`config.mk`:
```
export PLATFORM = sky130hd
export DESIGN_NAME = cla_adder_pipe
export DESIGN_NICKNAME = d
export VERILOG_FILES = /design/src/rtl/cla_adder_pipe.sv
export SDC_FILE = /design/constraint.sdc
export NUM_CORES = 1
export LEC_CHECK = 0
export CAP_MARGIN = 0
export CORE_AREA = 2 2 116 85
export CTS_CLUSTER_DIAMETER = 50
export CTS_CLUSTER_SIZE = 40
export DETAILED_ROUTE_END_ITERATION = 8
export DIE_AREA = 0 0 118 87
export GPL_TIMING_DRIVEN = 1
export HOLD_SLACK_MARGIN = 0.1
export PLACE_DENSITY = 0.75
export SLEW_MARGIN = 20
export SYNTH_ARGS = -nofsm -noshare
export SYNTH_HDL_FRONTEND = slang
export SYNTH_SLANG_ARGS = --single-unit
```
`constraint.sdc`:
```
create_clock -name clk_i -period 3.52 [get_ports clk_i]
set_clock_uncertainty 0.15 [all_clocks]
set_input_delay 0.88 -clock clk_i [delete_from_list [all_inputs] [get_ports clk_i]]
set_output_delay 0.88 -clock clk_i [all_outputs]
set_load 0.01 [all_outputs]
```
`src/rtl/cla_adder_pipe.sv`:
```
// Pipelined carry-lookahead adder/subtractor. Each stage resolves one 4-bit lookahead group.
// Operands are skewed in, sum bits are deskewed out, and the whole pipe stalls on output backpressure.
module cla_adder_pipe #(
    parameter int WIDTH = 16
) (
    input  logic             clk_i,
    input  logic             rst_ni,
    input  logic             valid_i,
    output logic             ready_o,
    input  logic [WIDTH-1:0] a_i,
    input  logic [WIDTH-1:0] b_i,
    input  logic             carry_i,
    input  logic             sub_i,
    output logic             valid_o,
    input  logic             ready_i,
    output logic [WIDTH-1:0] sum_o,
    output logic             carry_o,
    output logic             ovf_o
);
    localparam int G = WIDTH / 4;

    if ((WIDTH < 4) || ((WIDTH % 4) != 0)) begin : g_width_check
        $error("cla_adder_pipe: WIDTH must be a multiple of 4 and at least 4");
    end

    // Returns {group carry-out, sum[3:0]}; every carry is a flat sum of products, with no ripple.
    function automatic logic [4:0] cla4(input logic [3:0] a, input logic [3:0] b, input logic cin);
        logic [3:0] p;
        logic [3:0] g;
        logic [4:0] c;
        p    = a ^ b;
        g    = a & b;
        c[0] = cin;
        c[1] = g[0] | (p[0] & cin);
        c[2] = g[1] | (p[1] & g[0]) | (p[1] & p[0] & cin);
        c[3] = g[2] | (p[2] & g[1]) | (p[2] & p[1] & g[0]) | (p[2] & p[1] & p[0] & cin);
        c[4] = g[3] | (p[3] & g[2]) | (p[3] & p[2] & g[1]) | (p[3] & p[2] & p[1] & g[0])
             | (p[3] & p[2] & p[1] & p[0] & cin);
        return {c[4], p ^ c[3:0]};
    endfunction

    logic             advance_s;
    logic [WIDTH-1:0] b_eff_s;

    assign b_eff_s   = b_i ^ {WIDTH{sub_i}};
    assign advance_s = !valid_o || ready_i;
    assign ready_o   = advance_s;

    for (genvar k = 0; k < G; k++) begin : g_stage
        logic [3:0]     a_grp_s;
        logic [3:0]     b_grp_s;
        logic           cin_s;
        logic           valid_in_s;
        logic [4:0]     res_s;
        logic [4*k+3:0] sum_in_s;
        logic           valid_r;
        logic           cout_r;
        logic [4*k+3:0] sum_r;

        if (k == 0) begin : g_in
            assign a_grp_s    = a_i[3:0];
            assign b_grp_s    = b_eff_s[3:0];
            assign cin_s      = carry_i ^ sub_i;
            assign valid_in_s = valid_i;
            assign sum_in_s   = res_s[3:0];
        end else begin : g_in
            assign a_grp_s    = g_stage[k-1].g_skew.a_r[3:0];
            assign b_grp_s    = g_stage[k-1].g_skew.b_r[3:0];
            assign cin_s      = g_stage[k-1].cout_r;
            assign valid_in_s = g_stage[k-1].valid_r;
            assign sum_in_s   = {res_s[3:0], g_stage[k-1].sum_r};
        end

        assign res_s = cla4(a_grp_s, b_grp_s, cin_s);

        // Stage register: token valid, group carry-out and the completed (deskewed) sum bits.
        always_ff @(posedge clk_i or negedge rst_ni) begin
            if (!rst_ni) begin
                valid_r <= 1'b0;
                cout_r  <= 1'b0;
                sum_r   <= '0;
            end else if (advance_s) begin
                valid_r <= valid_in_s;
                cout_r  <= res_s[4];
                sum_r   <= sum_in_s;
            end
        end

        // Operand bits still waiting for a later group ride along with their token.
        if (k < G - 1) begin : g_skew
            localparam int SW = WIDTH - 4 * (k + 1);
            logic [SW-1:0] a_next_s;
            logic [SW-1:0] b_next_s;
            logic [SW-1:0] a_r;
            logic [SW-1:0] b_r;

            if (k == 0) begin : g_src
                assign a_next_s = a_i[WIDTH-1:4];
                assign b_next_s = b_eff_s[WIDTH-1:4];
            end else begin : g_src
                assign a_next_s = g_stage[k-1].g_skew.a_r[SW+3:4];
                assign b_next_s = g_stage[k-1].g_skew.b_r[SW+3:4];
            end

            // Skew register for the not-yet-consumed operand bits.
            always_ff @(posedge clk_i or negedge rst_ni) begin
                if (!rst_ni) begin
                    a_r <= '0;
                    b_r <= '0;
                end else if (advance_s) begin
                    a_r <= a_next_s;
                    b_r <= b_next_s;
                end
            end
        end

        if (k == G - 1) begin : g_last
            logic ovf_r;

            // Carry into the MSB is recovered as sum ^ a ^ b of that bit.
            always_ff @(posedge clk_i or negedge rst_ni) begin
                if (!rst_ni) begin
                    ovf_r <= 1'b0;
                end else if (advance_s) begin
                    ovf_r <= res_s[4] ^ (res_s[3] ^ a_grp_s[3] ^ b_grp_s[3]);
                end
            end
        end
    end

    assign valid_o = g_stage[G-1].valid_r;
    assign sum_o   = g_stage[G-1].sum_r;
    assign carry_o = g_stage[G-1].cout_r;
    assign ovf_o   = g_stage[G-1].g_last.ovf_r;

endmodule

```
==> results of run 1 <==
-- routing by layer --
metal | GRT usage | vias to the layer above | share of wire
met5 | 0 | - | 0
met4 | 0.05367 | 0 | 0.012
met3 | 0.04058 | 9 | 0.039
met2 | 0.2706 | 58 | 0.44
met1 | 0.2217 | 1397 | 0.50
li1 | - | 1555 | -
-- path summary, 6_finish.rpt --
path | cells past startpoint | start | end
setup / recovery | 4 | ready_i | ready_o
hold / removal | 2 | sum_o[11] | sum_o[11]
setup reg to reg | 6 | g_stage[2].g_skew.a_r[0] | ovf_o
hold reg to reg | 2 | sum_o[11] | sum_o[11]
max in group asynchronous | 2 | rst_ni | g_stage[1].sum_r[6]
min in group asynchronous | 1 | rst_ni | g_stage[2].sum_r[1]
-- synth_stat cells, types with 2 or more instances --
| library cell | count |
|---|---|
| dfrtp_1 | 97 |
| and3_1 | 2 |
| ha_1 | 16 |
| o21ai_0 | 22 |
| o21bai_1 | 2 |
| nand2_1 | 217 |
| clkbuf_1 | 10 |
| a21o_1 | 5 |
| fa_1 | 4 |
| a21oi_1 | 13 |
| xor2_1 | 7 |
| o21ai_1 | 4 |
| nor2_1 | 9 |
| buf_2 | 7 |
| a211oi_1 | 3 |
| xnor2_1 | 20 |
| inv_1 | 7 |
| buf_1 | 5 |
-- area by class of cell --
type                            count  area share
Clock buffer                       11     0.04605
Clock inverter                      5     0.01163
Inverter                            8    0.005697
Multi-Input combinational cell    333      0.3295
Sequential cell                    97      0.4605
Tap cell                          128     0.03038
Timing Repair Buffer               63      0.1163
-- cells in the final DEF (no fill, tap or decap), drive strengths merged --
cell and n:
fa 4, a21oi 13, and3 2, nand2 217, clkbuf 11, dfrtp 97, o21bai 2, nor3b 1
xor2 7, a211oi 3, inv 11, o21ai 26, clkinv 1, nand2b 1, ha 16, nor2b 1
clkdlybuf4s50 56, a21o 5, and3b 1, nor2 9, o21a 1, a221o 1, nor3 1, o31ai 1
buf 7, xnor2 21, bufinv 1
-- cell families (layout without fill, tap and decap cells) --
group	Yosys count	in the layout	synth area share
buf+inv	31	87	0.03007
simple gates	233	233	0.2088
xor+xnor	28	28	0.05898
flops	97	97	0.5664
fa+ha+maj	20	20	0.06540
compound gates	52	52	0.07037
-- sequential cells by signal (all words and copies together), names as in the netlist --
name / count
g_stage.g_skew.a_r: 24
sum_o: 16
g_stage.valid_r: 3
g_stage.g_skew.b_r: 24
carry_o: 1
valid_o: 1
g_stage.cout_r: 3
g_stage.sum_r: 24
ovf_o: 1
-- stage by stage --
stage	cells	setup WS, ns
6_report	645	0.4575
3_3_place_gp	629	0.4588
4_1_cts	645	0.4512
2_1_floorplan	461	0.8232
5_1_grt	645	0.4407
3_5_place_dp	629	0.4608
-- worst min-delay path: cells and delay by family, from the launching register on --
kind	cells	cell delay (ns)
DFF	1	0.34
and+or+nand+nor	2	0.10
-- power by group --
part / internal (W) / total, W / switching [W]
Sequential: 0.00162 / 0.00191 / 0.000294
Combinational: 0.000778 / 0.00166 / 0.000883
Clock: 0.000576 / 0.000981 / 0.000405
==> impl_metrics.py, run 1 <==
metrics = {
    "status": {
        "status": "complete, no violations",
    },
    "detailed_routing": {
        "routed_via_density": 4.681,
        "num_vias": 3019,
        "drt_iter0_drc": 144,
        "avgRoutedWirePerCell_um": 11.98,
        "ant_nets": 0,
        "wl_mm": 7.727,
        "first_pass_iters": 4,
        "drc": 0,
    },
    "timing": {
        "worst_slew_margin_rel": 0.3539,
        "hold_viol_final": 0,
        "setup_viol": 0,
        "worst_pin_slew_ns": 0.9691,
        "period_needed_ns": 3.062,
        "rsz0062_at_grt": "false",
        "post-route-period-util": 0.8700,
        "drv_slew": 0,
        "hold_slack_ns": 0.3173,
        "totalNegativeSetupSlack_ns": 0,
        "fmax_mhz": 326.5,
    },
    "pwr": {
        "total_power_w": 0.004553,
        "ir_drop_mv": 0.3046,
        "p_leak_nw": 2.598,
        "p_per_area_mw_per_mm2": 863.7,
    },
    "global_route": {
        "grt_max_degree": 109,
        "grt_pass1_wl_mm": 13.69,
        "track_usage": 0.1658,
        "antenna_found_initial": 0,
        "grt_pass1_vias": 3045,
        "grt-ovfl-total": 0,
    },
    "placement": {
        "hpwlAfterDp_mm": 5.409,
        "portBuffers": 57,
        "dpl_cell_area_mm2": 0.004967,
        "place_congestion": 0.7735,
    },
    "synthesis": {
        "synth_flop_cell": "dfrtp_1",
        "syn_nets": 519,
        "synthArstFlopShare": 1.000,
        "netlist_top_cells_area": "dfrtp_1 (57%), nand2_1 (19%), ha_1 (4.7%), xnor2_1 (4.1%), o21ai_0 (2.6%)",
        "ys_ff_latch": 97,
        "post_synth.cell_area_avg_um2": 9.296,
        "synthCells": 461,
        "synth_cell_types": 29,
        "yosysWarningCount": 0,
        "synth_area_mm2": 0.004285,
        "synth_top_area_frac": 0.5664,
        "synth-edff-count": 0,
        "ys_seq_area_frac": 0.5664,
        "synth.largest_area_cell": "dfrtp_1",
    },
    "setup_path": {
        "cpPeakStageDelay_ns": 0.53,
        "r2r_setup_slack_ns": 1.47,
        "worstPathArrival_ns": 2.03,
        "crit_buf_inv": 3,
        "cpMaxStageDelayCell": "clkdlybuf4s50_1",
        "critPathTopFamily": "buffers and inverters",
        "crit_fanout": 2,
        "startpoint_type": "input pin",
        "critPathMostFrequentCell": "clkdlybuf4s50_1",
        "required_ns": 2.49,
        "path_cells": "clkdlybuf4s50_1 -> nor2b_4 -> inv_2 -> clkdlybuf4s50_1",
        "worstSetupEndpointType": "output port",
        "critical_path_class": "in2out",
    },
    "cts": {
        "cts-buffers-inserted": 9,
        "cts_buffer_depth": 2,
        "insertion_delay_ns": 0.34,
        "htree_levels": 3,
        "cts_resized": 0,
        "clk_pin_slew_ns": 0.06,
        "hold_buffers": 0,
        "clkSinkCount": 97,
        "root_buffer": "clkbuf_16",
        "cts_setup_buffers": 0,
        "tritoncts": "done",
    },
    "final_layout": {
        "num-fill-cells": 828,
        "multi_input_area_mm2": 0.001737,
        "nets": 570,
        "fin_util": 0.5686,
        "drive_above_1_share": 0.05222,
        "final-seq-area_mm2": 0.002427,
        "n_antenna_cell": 0,
        "finalInstanceArea_mm2": 0.005271,
        "area_delta_synth_final_pct": 23.01,
    },
    "floorplanning": {
        "start_util": 0.4622,
        "die-height_um": 87,
        "core_area_mm2": 0.009271,
        "row_count": 30,
        "fp.dieW_um": 118,
        "ioPinCount": 58,
        "design.die.area_mm2": 0.01027,
    },
    "run": {
        "maxCapViolations": 0,
    },
    "hold_path": {
        "hp-class": "reg2reg",
    },
}
(Power assumes the default switching activity.)
==> run 2, diff against run 1 <==
Settings changed: CORE_AREA 2 2 116 85 to 2 2 75 130, DIE_AREA 0 0 118 87 to 0 0 77 132.
==> impl_metrics.py, run 2 (synthesis results as in run 1) <==
metrics = {
    "status": {
        "status": "complete, no violations",
    },
    "setup_path": {
        "worstReg2RegStart": "g_stage[2].g_skew.a_r[0]",
        "critPathTopFamily": "buffers and inverters",
        "cp-endpoint": "ready_o",
        "r2r_end": "ovf_o",
        "crit_fanout": 2,
        "cpPeakStageDelay_ns": 0.54,
        "reg2regPathDepth": 6,
        "crit_buf_inv": 3,
        "critPathMostFrequentCell": "clkdlybuf4s50_1",
        "worstSetupEndpointType": "output port",
        "r2r_setup_slack_ns": 1.34,
        "required_ns": 2.49,
        "critPathLaunch": "ready_i",
        "worstPathArrival_ns": 2.07,
        "startpoint_type": "input pin",
        "path_cells": "clkdlybuf4s50_1 -> nor2b_4 -> inv_2 -> clkdlybuf4s50_1",
        "cpMaxStageDelayCell": "clkdlybuf4s50_1",
        "critical_path_class": "in2out",
        "critical_path_depth": 4,
    },
    "global_route": {
        "grt_use_met1": 0.1760,
        "met2_usage": 0.3031,
        "grt_pass1_wl_mm": 13.41,
        "grt_pass1_vias": 3134,
        "grt_max_degree": 109,
        "grt-ovfl-total": 0,
        "busiest_layer": "met2",
        "track_usage": 0.1633,
        "antenna_found_initial": 0,
        "globalRouteMet3Util": 0.02329,
    },
    "hold_path": {
        "hp-class": "reg2reg",
    },
    "detailed_routing": {
        "num_vias": 3050,
        "wl_mm": 7.405,
        "drt_iter0_drc": 205,
        "ant_nets": 0,
        "first_pass_iters": 4,
        "drc": 0,
        "avgRoutedWirePerCell_um": 11.62,
        "routed_via_density": 4.788,
    },
    "final_layout": {
        "area_delta_synth_final_pct": 22.13,
        "drive_above_1_share": 0.04836,
        "nets": 570,
        "layout_common_cells": "nand2_1 (217), dfrtp_1 (97), clkdlybuf4s50_1 (56)",
        "layout_commonest_cell": "nand2_1",
        "n_antenna_cell": 0,
        "top_regs": "g_stage.g_skew.a_r (24), g_stage.g_skew.b_r (24), g_stage.sum_r (24)",
    },
    "timing": {
        "post-route-period-util": 0.8805,
        "drv_slew": 0,
        "hold_slack_ns": 0.3098,
        "hold_viol_final": 0,
        "worst_slew_margin_rel": 0.3452,
        "worst_pin_slew_ns": 0.9821,
        "fmax_mhz": 322.6,
        "setup_viol": 0,
        "worst_slack_ns": 0.4206,
        "rsz0062_at_grt": "false",
        "period_needed_ns": 3.099,
        "totalNegativeSetupSlack_ns": 0,
    },
    "floorplanning": {
        "fp.dieW_um": 77,
        "design.die.area_mm2": 0.01016,
        "core_area_mm2": 0.009094,
        "row_count": 46,
        "ioPinCount": 58,
        "die-height_um": 132,
        "start_util": 0.4712,
    },
    "pwr": {
        "p_leak_nw": 2.580,
        "total_power_w": 0.004443,
        "ir_drop_mv": 0.3256,
        "p_per_area_mw_per_mm2": 849.0,
    },
    "cts": {
        "htree_levels": 3,
        "clk_pin_slew_ns": 0.06,
        "insertion_delay_ns": 0.33,
        "hold_buffers": 0,
        "cts_buffer_depth": 2,
        "root_buffer": "clkbuf_16",
        "tritoncts": "done",
        "cts-buffers-inserted": 9,
        "clkSinkCount": 97,
        "cts_resized": 0,
        "cts_setup_buffers": 0,
    },
    "placement": {
        "portBuffers": 57,
        "hpwlAfterDp_mm": 5.124,
        "pre_cts_ws_ns": 0.4142,
        "place_congestion": 0.7673,
    },
    "run": {
        "maxCapViolations": 0,
    },
}
-- run 2: how the worst min path moves through the flow --
stage                        from  slack [ns]  depth (start not counted)            endpoint
2_1_floorplan  g_stage[2].valid_r        0.28                          2  g_stage[2].valid_r
3_3_place_gp   g_stage[2].valid_r        0.29                          2  g_stage[2].valid_r
3_5_place_dp   g_stage[2].valid_r        0.30                          2  g_stage[2].valid_r
4_1_cts        g_stage[2].valid_r        0.31                          2  g_stage[2].valid_r
5_1_grt                  sum_o[5]        0.34                          2            sum_o[5]
6_report       g_stage[2].valid_r        0.31                          2  g_stage[2].valid_r
-- run 2: final cells by class --
| type | count | area [µm²] |
|---|---|---|
| fill | 860 | 3860 |
| inverter | 8 | 30.03 |
| sequential | 97 | 2427 |
| clock buffer | 14 | 264.0 |
| multi-input combinational | 333 | 1737 |
| timing repair buffer | 63 | 613.1 |
| tap | 120 | 150.1 |
| clock inverter | 2 | 12.51 |
-- run 2: through the flow --
step | utilization | std cells | area, µm²
global placement | 0.5451 | 621 | 4957
global route | 0.5755 | 637 | 5234
finish | 0.5755 | 637 | 5234
CTS | 0.5755 | 637 | 5234
floorplan | - | 461 | 4285
detailed placement | 0.5451 | 621 | 4957
-- run 2: worst min-delay path, delay by kind of cell, from the launching register on --
family / cells / cell delay (ns)
and+or+nand+nor: 2 / 0.10
DFF: 1 / 0.33
-- run 2: layer usage --
layer / wire (µm) / vias up
met3: 172 / 15
met1: 3013 / 1428
met4: 208 / 0
li1: - / 1558
met2: 4011 / 49
met5: 0 / -
-- run 2: power breakdown --
part	total (W)	switching, W	internal (W)
sequential	0.00190	0.000279	0.00162
combinational	0.00166	0.000879	0.000781
clock	0.000889	0.000373	0.000517
total	0.00444	0.00153	0.00291
